## config.mk

```make
export PLATFORM = sky130hd
export DESIGN_NAME = if_fetch_stage_flat
export DESIGN_NICKNAME = d
export VERILOG_FILES = /design/src/rtl/if_fetch_stage_pkg.sv /design/src/rtl/if_fetch_stage_if.sv /design/src/rtl/fetch_queue.sv /design/src/rtl/if_fetch_stage.sv /design/src/flat_wrapper.sv
export SDC_FILE = /design/constraint.sdc
export NUM_CORES = 1
export LEC_CHECK = 0
export ABC_AREA = 1
export CORE_ASPECT_RATIO = 1.5
export CORE_MARGIN = 2
export CORE_UTILIZATION = 40
export CTS_CLUSTER_SIZE = 25
export DETAILED_ROUTE_END_ITERATION = 8
export DONT_BUFFER_PORTS = 1
export SYNTH_ARGS = -nofsm -noshare
export SYNTH_HDL_FRONTEND = slang
export SYNTH_HIERARCHICAL = 1
export SYNTH_SLANG_ARGS = --single-unit
```

## constraint.sdc

```tcl
create_clock -name clk -period 4.05 [get_ports clk]
set_input_delay 0.6075 -clock clk [delete_from_list [all_inputs] [get_ports clk]]
set_output_delay 0.6075 -clock clk [all_outputs]
set_load 0.005 [all_outputs]
```

## src/rtl/if_fetch_stage_pkg.sv

```systemverilog
// Pipeline-wide fetch types and constants.
// Shared by the fetch stage, its queue and downstream decode.
package if_fetch_stage_pkg;

  localparam logic [31:0] NOP_INSTR    = 32'h0;
  localparam logic [31:0] RESET_PC_DEF = 32'h0;

  typedef struct packed {
    logic [31:0] pc4;
    logic [31:0] instr;
  } fetch_entry_t;

endpackage

```

## src/rtl/if_fetch_stage_if.sv

```systemverilog
// IF-stage bus: imem address/data, redirects, ID handshake.
// master = fetch stage, slave = imem/ID/ME side.
interface if_fetch_stage_if #(
  parameter int IMEM_AW = 10
);

  logic [IMEM_AW-1:0] imem_addr;
  logic [31:0]        imem_instr;
  logic               jump_valid;
  logic [31:0]        jump_target;
  logic               branch_valid;
  logic [31:0]        branch_target;
  logic               id_ready;
  logic               id_valid;
  logic [31:0]        id_instr;
  logic [31:0]        id_pc4;
  logic [15:0]        redirect_cnt;

  modport master (
    output imem_addr,
    input  imem_instr,
    input  jump_valid,
    input  jump_target,
    input  branch_valid,
    input  branch_target,
    input  id_ready,
    output id_valid,
    output id_instr,
    output id_pc4,
    output redirect_cnt
  );

  modport slave (
    input  imem_addr,
    output imem_instr,
    output jump_valid,
    output jump_target,
    output branch_valid,
    output branch_target,
    output id_ready,
    input  id_valid,
    input  id_instr,
    input  id_pc4,
    input  redirect_cnt
  );

endinterface

```

## src/rtl/fetch_queue.sv

```systemverilog
// Q_DEPTH-entry FIFO of fetch entries; flush beats push.
// Ports: push/pop/flush in, entry in, full/empty/head/count out.
module fetch_queue
  import if_fetch_stage_pkg::*;
#(
  parameter  int Q_DEPTH = 2,
  localparam int PW      = $clog2(Q_DEPTH),
  localparam int CW      = $clog2(Q_DEPTH + 1)
) (
  input  logic         clk,
  input  logic         rst,
  input  logic         push_i,
  input  logic         pop_i,
  input  logic         flush_i,
  input  fetch_entry_t entry_i,
  output logic         full_o,
  output logic         empty_o,
  output fetch_entry_t head_o,
  output logic [CW-1:0] count_o
);

  logic [PW-1:0] wr_q, rd_q;
  logic [CW-1:0] cnt_q;
  fetch_entry_t  mem_q [Q_DEPTH];
  logic          do_push, do_pop;

  assign full_o  = (cnt_q == CW'(Q_DEPTH));
  assign empty_o = (cnt_q == '0);
  assign count_o = cnt_q;
  assign head_o  = mem_q[rd_q];

  assign do_pop  = pop_i & ~empty_o & ~flush_i;
  assign do_push = push_i & (~full_o | do_pop) & ~flush_i;

  always_ff @(posedge clk or negedge rst) begin
    if (!rst) begin
      wr_q  <= '0;
      rd_q  <= '0;
      cnt_q <= '0;
    end else if (flush_i) begin
      wr_q  <= '0;
      rd_q  <= '0;
      cnt_q <= '0;
    end else begin
      if (do_push) wr_q <= wr_q + PW'(1);
      if (do_pop)  rd_q <= rd_q + PW'(1);
      cnt_q <= cnt_q + CW'(do_push) - CW'(do_pop);
    end
  end

  // Data storage needs no reset; validity lives in cnt_q.
  always_ff @(posedge clk) begin
    if (do_push) mem_q[wr_q] <= entry_i;
  end

endmodule

```

## src/rtl/if_fetch_stage.sv

```systemverilog
// Fetch stage: PC gen, imem addressing, fetch queue to ID.
// Ports: clk, rst (async low), bus (if_fetch_stage_if.master).
module if_fetch_stage
  import if_fetch_stage_pkg::*;
#(
  parameter logic [31:0] RESET_PC = RESET_PC_DEF,
  parameter int          IMEM_AW  = 10,
  parameter int          Q_DEPTH  = 2,
  localparam int         CW       = $clog2(Q_DEPTH + 1)
) (
  input logic clk,
  input logic rst,
  if_fetch_stage_if.master bus
);

  logic [31:0]   pc_q, pc_d, pc4, target;
  logic [15:0]   rcnt_q;
  logic          redirect, push, pop;
  logic          q_full, q_empty;
  logic [CW-1:0] q_cnt;
  fetch_entry_t  new_e, head;

  assign pc4      = pc_q + 32'd4;
  assign redirect = bus.branch_valid | bus.jump_valid;
  assign pop      = ~q_empty & bus.id_ready;
  assign push     = ~redirect & (~q_full | pop);

  // Branch is older than jump, so it wins.
  always_comb begin
    target = bus.jump_target;
    if (bus.branch_valid) target = bus.branch_target;
  end

  always_comb begin
    pc_d = pc_q;
    if (redirect)  pc_d = target;
    else if (push) pc_d = pc4;
  end

  assign new_e = '{pc4: pc4, instr: bus.imem_instr};

  fetch_queue #(
    .Q_DEPTH (Q_DEPTH)
  ) u_q (
    .clk     (clk),
    .rst     (rst),
    .push_i  (push),
    .pop_i   (pop),
    .flush_i (redirect),
    .entry_i (new_e),
    .full_o  (q_full),
    .empty_o (q_empty),
    .head_o  (head),
    .count_o (q_cnt)
  );

  always_ff @(posedge clk or negedge rst) begin
    if (!rst) begin
      pc_q   <= RESET_PC;
      rcnt_q <= '0;
    end else begin
      pc_q <= pc_d;
      if (redirect) rcnt_q <= rcnt_q + 16'd1;
    end
  end

  assign bus.imem_addr    = pc_q[IMEM_AW+1:2];
  assign bus.id_valid     = ~q_empty;
  assign bus.id_instr     = q_empty ? NOP_INSTR : head.instr;
  assign bus.id_pc4       = q_empty ? 32'h0 : head.pc4;
  assign bus.redirect_cnt = rcnt_q;

  a_cnt: assert property (@(posedge clk) disable iff (!rst)
    q_cnt <= CW'(Q_DEPTH));

endmodule

```

## src/flat_wrapper.sv

```systemverilog
// flat-port wrapper written by rule: the top's interface ports become plain ports
module if_fetch_stage_flat import if_fetch_stage_pkg::*;
#(
  parameter logic [31:0] RESET_PC = RESET_PC_DEF,
  parameter int          IMEM_AW  = 10,
  parameter int          Q_DEPTH  = 2,
  localparam int         CW       = $clog2(Q_DEPTH + 1)
)
  (clk, rst, bus_imem_addr, bus_imem_instr, bus_jump_valid, bus_jump_target, bus_branch_valid, bus_branch_target, bus_id_ready, bus_id_valid, bus_id_instr, bus_id_pc4, bus_redirect_cnt);
  if_fetch_stage_if #(.IMEM_AW(IMEM_AW)) bus_i ();
  input logic clk;
  input logic rst;
  output wire logic [$bits(bus_i.imem_addr)-1:0] bus_imem_addr;
  input wire logic [$bits(bus_i.imem_instr)-1:0] bus_imem_instr;
  input wire logic [$bits(bus_i.jump_valid)-1:0] bus_jump_valid;
  input wire logic [$bits(bus_i.jump_target)-1:0] bus_jump_target;
  input wire logic [$bits(bus_i.branch_valid)-1:0] bus_branch_valid;
  input wire logic [$bits(bus_i.branch_target)-1:0] bus_branch_target;
  input wire logic [$bits(bus_i.id_ready)-1:0] bus_id_ready;
  output wire logic [$bits(bus_i.id_valid)-1:0] bus_id_valid;
  output wire logic [$bits(bus_i.id_instr)-1:0] bus_id_instr;
  output wire logic [$bits(bus_i.id_pc4)-1:0] bus_id_pc4;
  output wire logic [$bits(bus_i.redirect_cnt)-1:0] bus_redirect_cnt;
  assign bus_imem_addr = bus_i.imem_addr;
  assign bus_i.imem_instr = bus_imem_instr;
  assign bus_i.jump_valid = bus_jump_valid;
  assign bus_i.jump_target = bus_jump_target;
  assign bus_i.branch_valid = bus_branch_valid;
  assign bus_i.branch_target = bus_branch_target;
  assign bus_i.id_ready = bus_id_ready;
  assign bus_id_valid = bus_i.id_valid;
  assign bus_id_instr = bus_i.id_instr;
  assign bus_id_pc4 = bus_i.id_pc4;
  assign bus_redirect_cnt = bus_i.redirect_cnt;
  if_fetch_stage #(.RESET_PC(RESET_PC), .IMEM_AW(IMEM_AW), .Q_DEPTH(Q_DEPTH)) u_core (.clk(clk), .rst(rst), .bus(bus_i));
endmodule
```

**Yosys cells after proc, flatten, opt, wreduce, memory -nomap -nowiden**

Memories as Yosys holds them, arrays and structs flattened.
Index checks and enable logic that the tools add are counted.

- Add/sub/neg operators: 6
- Mux-type cells: 12
- Bitwise gates (word level): 12
- Reductions and logical operators: 4
- Eq/ne operators: 1

Operators with widths:

| operator | count |
|---|---|
| $mux 32 | 5 |
| $add 32x3->32 const B | 1 |
| $add 16x1->16 const B | 1 |
| $and 1x1->1 | 6 |
| $mux 1 | 6 |
| $reduce_bool 2->1 | 3 |
| $not 1->1 | 3 |
| $or 1x1->1 | 3 |
| $add 1x1->1 const B | 2 |
| $add 2x1->2 | 1 |
| $eq 2x2->1 const B | 1 |
| $logic_not 2->1 | 1 |
| $mux 2 | 1 |
| $sub 2x1->2 | 1 |

- RAM bits: 128
- Register bits: 52
- Memories: 1
- Bits of input ports: 101
- Logic and storage cells: 41

Memories:

| memory | words | width | rd ports | clocked after Yosys merged registers in | wr ports | RTL line | text |
|---|---|---|---|---|---|---|---|
| u_core.u_q.mem_q | 2 | 64 | 1 | 0 | 1 | fetch_queue.sv:24 | `fetch_entry_t mem_q [Q_DEPTH];` |

**Longest topological paths before layout**

Gate-level depths: netlist (run 1).

- Depth after elaboration: 11
- Mapped depth: 13
- Mapped depth without buffers: 12

**By module**

Netlist (run 1), hierarchy kept.

Modules (own cells, without submodules):

| module | times used | area an instance (um^2) | cells each | seq. area each (um^2) |
|---|---|---|---|---|
| fetch_queue | 1 | 4926.0 | 368 | 3943.8 |
| if_fetch_stage | 1 | 3906.2 | 598 | 1201.2 |

**Least setup slack after synthesis (run 1)**

OpenSTA, ideal clock, no wires.

- Path type: input to register
- From: input port bus_branch_valid
- To: memory u_core/u_q/mem_q[1][0] in the netlist's numbering, enable pin
- Stages: 7
- Setup time: 0.486 ns
- Path buffers: 2
- Data arrival time: 4.131 ns
- Slack: -0.567 ns
- Cell sequence: buf_2 -> nor2_4 -> inv_2 -> a21oi_1 -> buf_2 -> nand3_2 -> nor2_1

- Elaborated cells on any way between the ends: 9
- Those cells by class: mux (2); bitwise (7)

RTL lines:

| item | RTL line | text |
|---|---|---|
| start, declared | flat_wrapper.sv:17 | `input wire logic [$bits(bus_i.branch_valid)-1:0] bus_branch_valid;` |
| $or 1x1->1 | if_fetch_stage.sv:24 | `assign redirect = bus.branch_valid \| bus.jump_valid;` |
| net u_core.redirect | if_fetch_stage.sv:18 | `logic redirect, push, pop;` |
| $not 1->1 | if_fetch_stage.sv:26 | `assign push = ~redirect & (~q_full \| pop);` |
| $and 1x1->1 | if_fetch_stage.sv:26 |  |
| net u_core.push | if_fetch_stage.sv:18 |  |
| $and 1x1->1 (2 in a row) | fetch_queue.sv:33 | `assign do_push = push_i & (~full_o \| do_pop) & ~flush_i;` |
| $mux 1 | fetch_queue.sv:53 | `if (do_push) mem_q[wr_q] <= entry_i;` |
| $mux 1 (not written as such) | fetch_queue.sv:53 |  |
| end, declared | fetch_queue.sv:24 |  |

The timed path passes the listed nets, and every way through them passes these cells.

==> results of run 1 <==
[worst paths after layout]
check                                           startpoint                                end  slack (ns)  depth (start not counted)
min in group clk                         bus_imem_instr[8]   u_core/u_q/mem_q[1][8]$_DFFE_PP_        0.28                          0
max reg2reg                u_core/u_q/count_o[0]$_DFF_PN0_  u_core/u_q/mem_q[0][61]$_DFFE_PP_        1.43                         10
max                            u_core/u_q/rd_q$_DFFE_PN0P_                    bus_id_instr[5]        1.31                          6
min                                                    rst        u_core/pc_q[29]$_DFFE_PN0P_        0.04                          1
min reg2reg                    u_core/pc_q[31]$_DFFE_PN0P_        u_core/pc_q[31]$_DFFE_PN0P_        0.52                          2
max in group asynchronous                              rst         u_core/pc_q[7]$_DFFE_PN0P_        3.76                          1
[worst max-delay path, delay by kind of cell, from the launching register on]
kind	cells	cell delay, ns
flip-flops	1	0.40
buffers and inverters	3	1.06
AND/OR/NAND/NOR	3	0.24
[placed cells by master, fill, tap and decap left out, types with 2 or more instances in the layout]
| master | netlist | final |
|---|---|---|
| nor2_1 | 111 | 110 |
| inv_1 | 107 | 105 |
| a22o_1 | 21 | 21 |
| o21ai_0 | 3 | 3 |
| nor2_2 | 3 | 3 |
| dfrtp_1 | 52 | 51 |
| nand3_2 | 2 | 2 |
| nand2_4 | 2 | 2 |
| clkbuf_1 | 11 | 4 |
| inv_2 | 3 | 5 |
| ha_1 | 4 | 4 |
| nand2_2 | 7 | 7 |
| a22oi_1 | 9 | 9 |
| o211ai_1 | 2 | 2 |
| nand4_1 | 2 | 2 |
| edfxtp_1 | 128 | 128 |
| xor2_1 | 11 | 11 |
| and2_1 | 5 | 5 |
| nor3_1 | 4 | 4 |
| clkinv_4 | 0 | 2 |
| xor2_2 | 8 | 8 |
| buf_4 | 22 | 6 |
| nor2_4 | 11 | 12 |
| clkbuf_16 | 0 | 17 |
| clkinv_2 | 0 | 3 |
| nand2_1 | 364 | 364 |
| xnor2_1 | 9 | 9 |
| nand3b_1 | 6 | 6 |
| a21oi_1 | 23 | 22 |
| bufinv_16 | 0 | 4 |
| nand3_1 | 23 | 23 |
[through the flow]
step           area, sq um  hold slack [ns]  cells  worst slack [ns]
2_1_floorplan         8835           0.3119    966            0.5055
3_3_place_gp          8990           0.3158   1201             1.244
3_5_place_dp          8990           0.3158   1201             1.182
4_1_cts               9628          0.03113   1234             1.230
5_1_grt               9628          0.04064   1234             1.095
6_report              9628          0.03633   1234             1.311
[final cells by class]
cell class | count | area (sq um) | area share
Clock buffer | 22 | 454.2 | 0.04717
Clock inverter | 10 | 156.4 | 0.01624
Inverter | 110 | 412.9 | 0.04289
Multi-Input combinational cell | 632 | 3025 | 0.3142
Sequential cell | 180 | 5146 | 0.5345
Tap cell | 272 | 340.3 | 0.03535
Timing Repair Buffer | 8 | 92.59 | 0.009617
[logic make-up (layout without fill, tap and decap cells)]
group / after synthesis / count (layout) / synth area share
buffers and inverters: 154 / 150 / 0.07622
AOI/OAI and AO/OA: 59 / 59 / 0.04561
adders and majority gates: 4 / 4 / 0.005667
xor gates and xnor gates: 28 / 28 / 0.03457
DFF: 180 / 180 / 0.5825
and+or+nand+nor: 541 / 541 / 0.2554
[sequential cells by signal, summed over array words and instances, names as in the netlist]
| register | cells |
|---|---|
| u_core/bus.redirect_cnt | 16 |
| u_core/pc_q | 32 |
| u_core/u_q/count_o | 2 |
| u_core/u_q/mem_q | 128 |
| u_core/u_q/rd_q | 1 |
| u_core/u_q/wr_q | 1 |
[power groups by stage]
stage,clock network [mW],logic [mW],registers [mW]
2_1_floorplan,0,0.250,2.20
3_5_place_dp,0,0.299,2.24
6_report,1.71,0.310,2.20
3_3_place_gp,0,0.289,2.24
5_1_grt,1.83,0.353,2.22
4_1_cts,1.75,0.313,2.20
[layer usage]
metal,part of all wire,vias up
met2,0.53,155
li1,-,3000
met4,0.016,0
met5,0,-
met3,0.056,15
met1,0.40,2849
[cells in the mapped netlist, types with 4 or more instances]
cell type / instances
xor2_1: 11
edfxtp_1: 128
nand2_2: 7
nand2_1: 364
clkbuf_1: 11
xnor2_1: 9
nand3b_1: 6
nand3_1: 23
buf_4: 22
nor2_4: 11
nor2_1: 111
a21oi_1: 23
a22oi_1: 9
ha_1: 4
dfrtp_1: 52
and2_1: 5
nor3_1: 4
xor2_2: 8
inv_1: 107
buf_2: 10
a22o_1: 21
==> qor.csv, run 1 <==
metric,value,unit
Pwr Total,4.224,mW
GR Layer Usage met3,0.04312,
"EDFF count, synth",128,
CP max stage delay,0.68,ns
htree depth,4,
Global Route Usage Sum,0.1770,
TritonCTS clock tree,done,
Mapped Area,0.008832,sq mm
clk sink count,180,
Pint,3.245,mW
Max-Cap Viols,0,
Worst EP arrival,2.13,ns
synth warn,6,
hpwl dp,14410,um
top-area cell type share of the netlist area,0.4352,
vias in the first global route,5804,
Vias,6019,
power density over cell area,438.7,mW/mm^2
first-pass GRT wire length,31360,um
Worst EP required,3.44,ns
Comb power frac,0.073,
Post-CTS Setup Inserts,0,
met2 Use GR,0.3217,
antenna fix cells,0,
Layout Nets,1054,
ys async rst share,0.2889,
port buffer count,0,
#FFs+latches synth,180,
RSZ-0062 raised after global routing,false,
drt wl/cell,16.42,um
filler instances,2098,
dominant cell type by area after synthesis,edfxtp_1,
Layout Utilization,0.4433,
Sw Share,0.2318,
initial DRC count,398,
Hold Buf Count CTS,1,
Die Area,0.02331,sq mm
max-slew violations,0,
clock share of power,0.405,
syn_area_per_cell,9.143,sq um
Lkg Pwr,4.199,nW
initial antenna violation count,0,
"most used cell, CP",nand2_1,
Slew @ Worst Pin,1.131,ns
Post-route DRC,0,
crit-path cells,inv_2 -> buf_4 -> nand2_1 -> nand2_1 -> inv_1 -> nor2_1,
sequential share of the synthesized area,0.5825,
Die W,125.3,um
HP Class,in -> async,
Max-slew headroom,0.2455,
drt total wl,20270,um
Peak Freq,0.3651,GHz
row count,66,
main flop type after synthesis,edfxtp_1,
ANT nets after route,0,
Core Box Area,0.02172,sq mm
final setup fails,0,
crit share post-route,0.6762,
status,"complete, no violations",
initial core utilization,0.4067,
"Slowest-stage cell, CP",inv_2,
CTS Buf Count,17,
GPL Wtd Cong,0.9116,
busiest grt layer,met2,
IO Count,192,
clk slew on worst S/H paths,0.07,ns
peak supply drop,0.2362,mV
crit path max fanout,53,
clock buffer depth,2,
synth top area cells,"edfxtp_1 (44%), nand2_1 (15%), dfrtp_1 (15%)",
Setup TNS,0,ns
share of cells above drive strength 1,0.08004,
Clock Tree Root,clkbuf_16,
Period minus WS final,2.739,ns
total iterations of the first detailed-routing run,4,
worst-skew pair later-pin latency,0.43,ns
register share of total power,0.521,
Die Ht,186.0,um
syn nets,1071,
Layout area overhead,9.010,%
met1 usage,0.2050,
vias per cell,4.878,
CP Class,reg -> out,
grt ovf,0,
Worst Setup End Kind,primary output,
number of gates resized after CTS,0,
Fin Clk Skew,0.01122,ns
switching power,979.2,uW
post-synth cell types,31,
Post-Syn Instances,966,
largest net degree at the start of global routing,66,
Final Hold Fails,0,
crit path launch type,flip-flop,
No activity file was read; power rests on OpenSTA's default activity.
==> run 2: changes to the inputs <==
- clock period: 4.05 -> 2.2 ns (I/O delays scaled with it)
==> run 2 against run 1 <==
- utilization is 2.3 points higher
- combinational power rose by 100%
- sequential power grew 85%
- routed wire length is 1.3% lower
- die area unchanged
- clock power up 65%
- via count is 2.6% higher
- power is 78% higher
- worst hold slack got worse by 0.017 ns
- setup slack worse by 1.2 ns
- global-route usage about the same
- largest cell class unchanged
- highest routed layer is now met5
==> qor.csv, run 2 (synthesis results as in run 1) <==
metric,value,unit
grt ovf,0,
port buffer count,0,
filler instances,2046,
drt wl/cell,15.56,um
GPL Wtd Cong,0.8586,
Setup TNS,0,ns
area of the multi-input gates,0.003040,sq mm
Die Area,0.02331,sq mm
Pwr Total,7.512,mW
vias in the first global route,6030,
power density over cell area,741.5,mW/mm^2
crit path launch type,flip-flop,
clk sink count,180,
initial DRC count,296,
HP Class,in -> reg,
TritonCTS clock tree,done,
Slew @ Worst Pin,0.4291,ns
Global Route Usage Sum,0.1766,
ANT nets after route,0,
Register Area,0.005146,sq mm
Worst Setup End Kind,flip-flop,
Largest register FFs,128,
Post-route DRC,0,
clock buffer depth,2,
RSZ-0062 raised after global routing,false,
most frequent cells in the layout,"nand2_1 (364), edfxtp_1 (128), nor2_1 (109), inv_1 (103), dfrtp_1 (51)",
Die Ht,186.0,um
hpwl dp,14260,um
crit share post-route,0.9276,
status,"complete, no violations",
Period minus WS final,2.041,ns
drt total wl,20010,um
Layout area overhead,14.71,%
CP Class,reg -> reg,
total iterations of the first detailed-routing run,5,
Vias,6176,
Max-slew headroom,0.7139,
Worst EP required,2.33,ns
worst-skew pair later-pin latency,0.43,ns
row count,66,
share of cells above drive strength 1,0.09872,
clk slew on worst S/H paths,0.07,ns
Core Box Area,0.02172,sq mm
htree depth,4,
initial core utilization,0.4067,
Largest Register,u_core/u_q/mem_q,
Die W,125.3,um
final setup fails,0,
Lkg Pwr,4.412,nW
max-slew violations,0,
IO Count,192,
first-pass GRT wire length,31380,um
peak supply drop,0.4350,mV
Layout Nets,1105,
Layout Utilization,0.4665,
Peak Freq,0.4900,GHz
vias per cell,4.802,
Max-Cap Viols,0,
largest net degree at the start of global routing,66,
Clock Tree Root,clkbuf_16,
"commonest non-fill, non-tap cell in the layout",nand2_1,
crit path max fanout,21,
Worst EP arrival,2.18,ns
initial antenna violation count,1,
Final Hold Fails,0,
Fin Clk Skew,0.01039,ns
CTS Buf Count,17,
Post-CTS Setup Inserts,0,
==> run 2: cell count changes in the layout (fill, tap and decap cells not counted), moves of 3 or more <==
| cell | before | now |
|---|---|---|
| buf_12 | 1 | 6 |
| dlygate4sd3_1 | 0 | 33 |
| clkbuf_1 | 4 | 1 |
| buf_4 | 6 | 18 |
| bufinv_16 | 4 | 1 |
| clkinvlp_4 | 0 | 4 |
==> run 2: report_power, final <==
| part | internal (mW) | leakage [nW] | total (mW) | switching, mW |
|---|---|---|---|---|
| clock | 1.58 | 0.264 | 2.83 | 1.25 |
| sequential | 3.83 | 1.80 | 4.06 | 0.224 |
| combinational | 0.261 | 2.35 | 0.626 | 0.365 |
| total | 5.67 | 4.41 | 7.51 | 1.84 |
==> run 2: final cells by class <==
cell class,instances,area share
clock buffers,19,0.04372
flip-flops and latches,180,0.5080
inverters,110,0.04162
repair buffers,59,0.06187
diodes,1,0.0002470
well taps,272,0.03359
multi-input cells,632,0.3001
clock inverters,13,0.01087
==> run 2: routing by layer <==
| metal | part of all wire | GRT usage | up-vias |
|---|---|---|---|
| met2 | 0.53 | 0.3217 | 161 |
| met3 | 0.059 | 0.04714 | 23 |
| met1 | 0.39 | 0.2018 | 2881 |
| li1 | - | - | 3109 |
| met5 | 0.00080 | 0 | - |
| met4 | 0.017 | 0.05644 | 2 |
==> run 2: what timing repair did <==
action | in CTS | in global routing
hold endpoints to repair | 116 | 0
endpoints found under the setup margin | 10 | 30
cloned | 0 | 0
hold buffers | 34 | 0
gates resized for setup | 1 | 3
==> run 2: worst paths after layout <==
| path | slack [ns] | start | depth (start not counted) | endpoint |
|---|---|---|---|---|
| max | 0.16 | u_core/u_q/count_o[1]$_DFF_PN0_ | 9 | u_core/u_q/mem_q[0][46]$_DFFE_PP_ |
| min | 0.02 | bus_jump_target[0] | 2 | u_core/pc_q[0]$_DFFE_PN0P_ |
| max reg2reg | 0.16 | u_core/u_q/count_o[1]$_DFF_PN0_ | 9 | u_core/u_q/mem_q[0][46]$_DFFE_PP_ |
| min reg2reg | 0.52 | u_core/pc_q[0]$_DFFE_PN0P_ | 0 | u_core/u_q/mem_q[1][32]$_DFFE_PP_ |
| max in group asynchronous | 1.53 | rst | 2 | u_core/u_q/rd_q$_DFFE_PN0P_ |
| min in group asynchronous | 0.40 | rst | 2 | u_core/u_q/count_o[0]$_DFF_PN0_ |
==> run 2: stage by stage <==
step	setup slack (ns)	cells	cell area [sq um]	hold WS (ns)
after floorplan	-0.2575	966	8874	0.03441
after global placement	0.2232	1219	9209	0.03833
after detailed placement	0.1670	1219	9209	0.03694
after CTS	0.01934	1285	10120	0.002117
after global routing	0.006025	1285	10130	0.01895
final	0.1592	1286	10130	0.01971
==> run 2: critical path: stages (launching register included) <==
cell and delay [ns]:
dfrtp_1 0.37, inv_2 0.05, nand2_2 0.09, inv_2 0.06, nor2_4 0.11, inv_2 0.05, a21oi_2 0.25, nand4_1 0.20
clkinvlp_4 0.32, buf_12 0.22
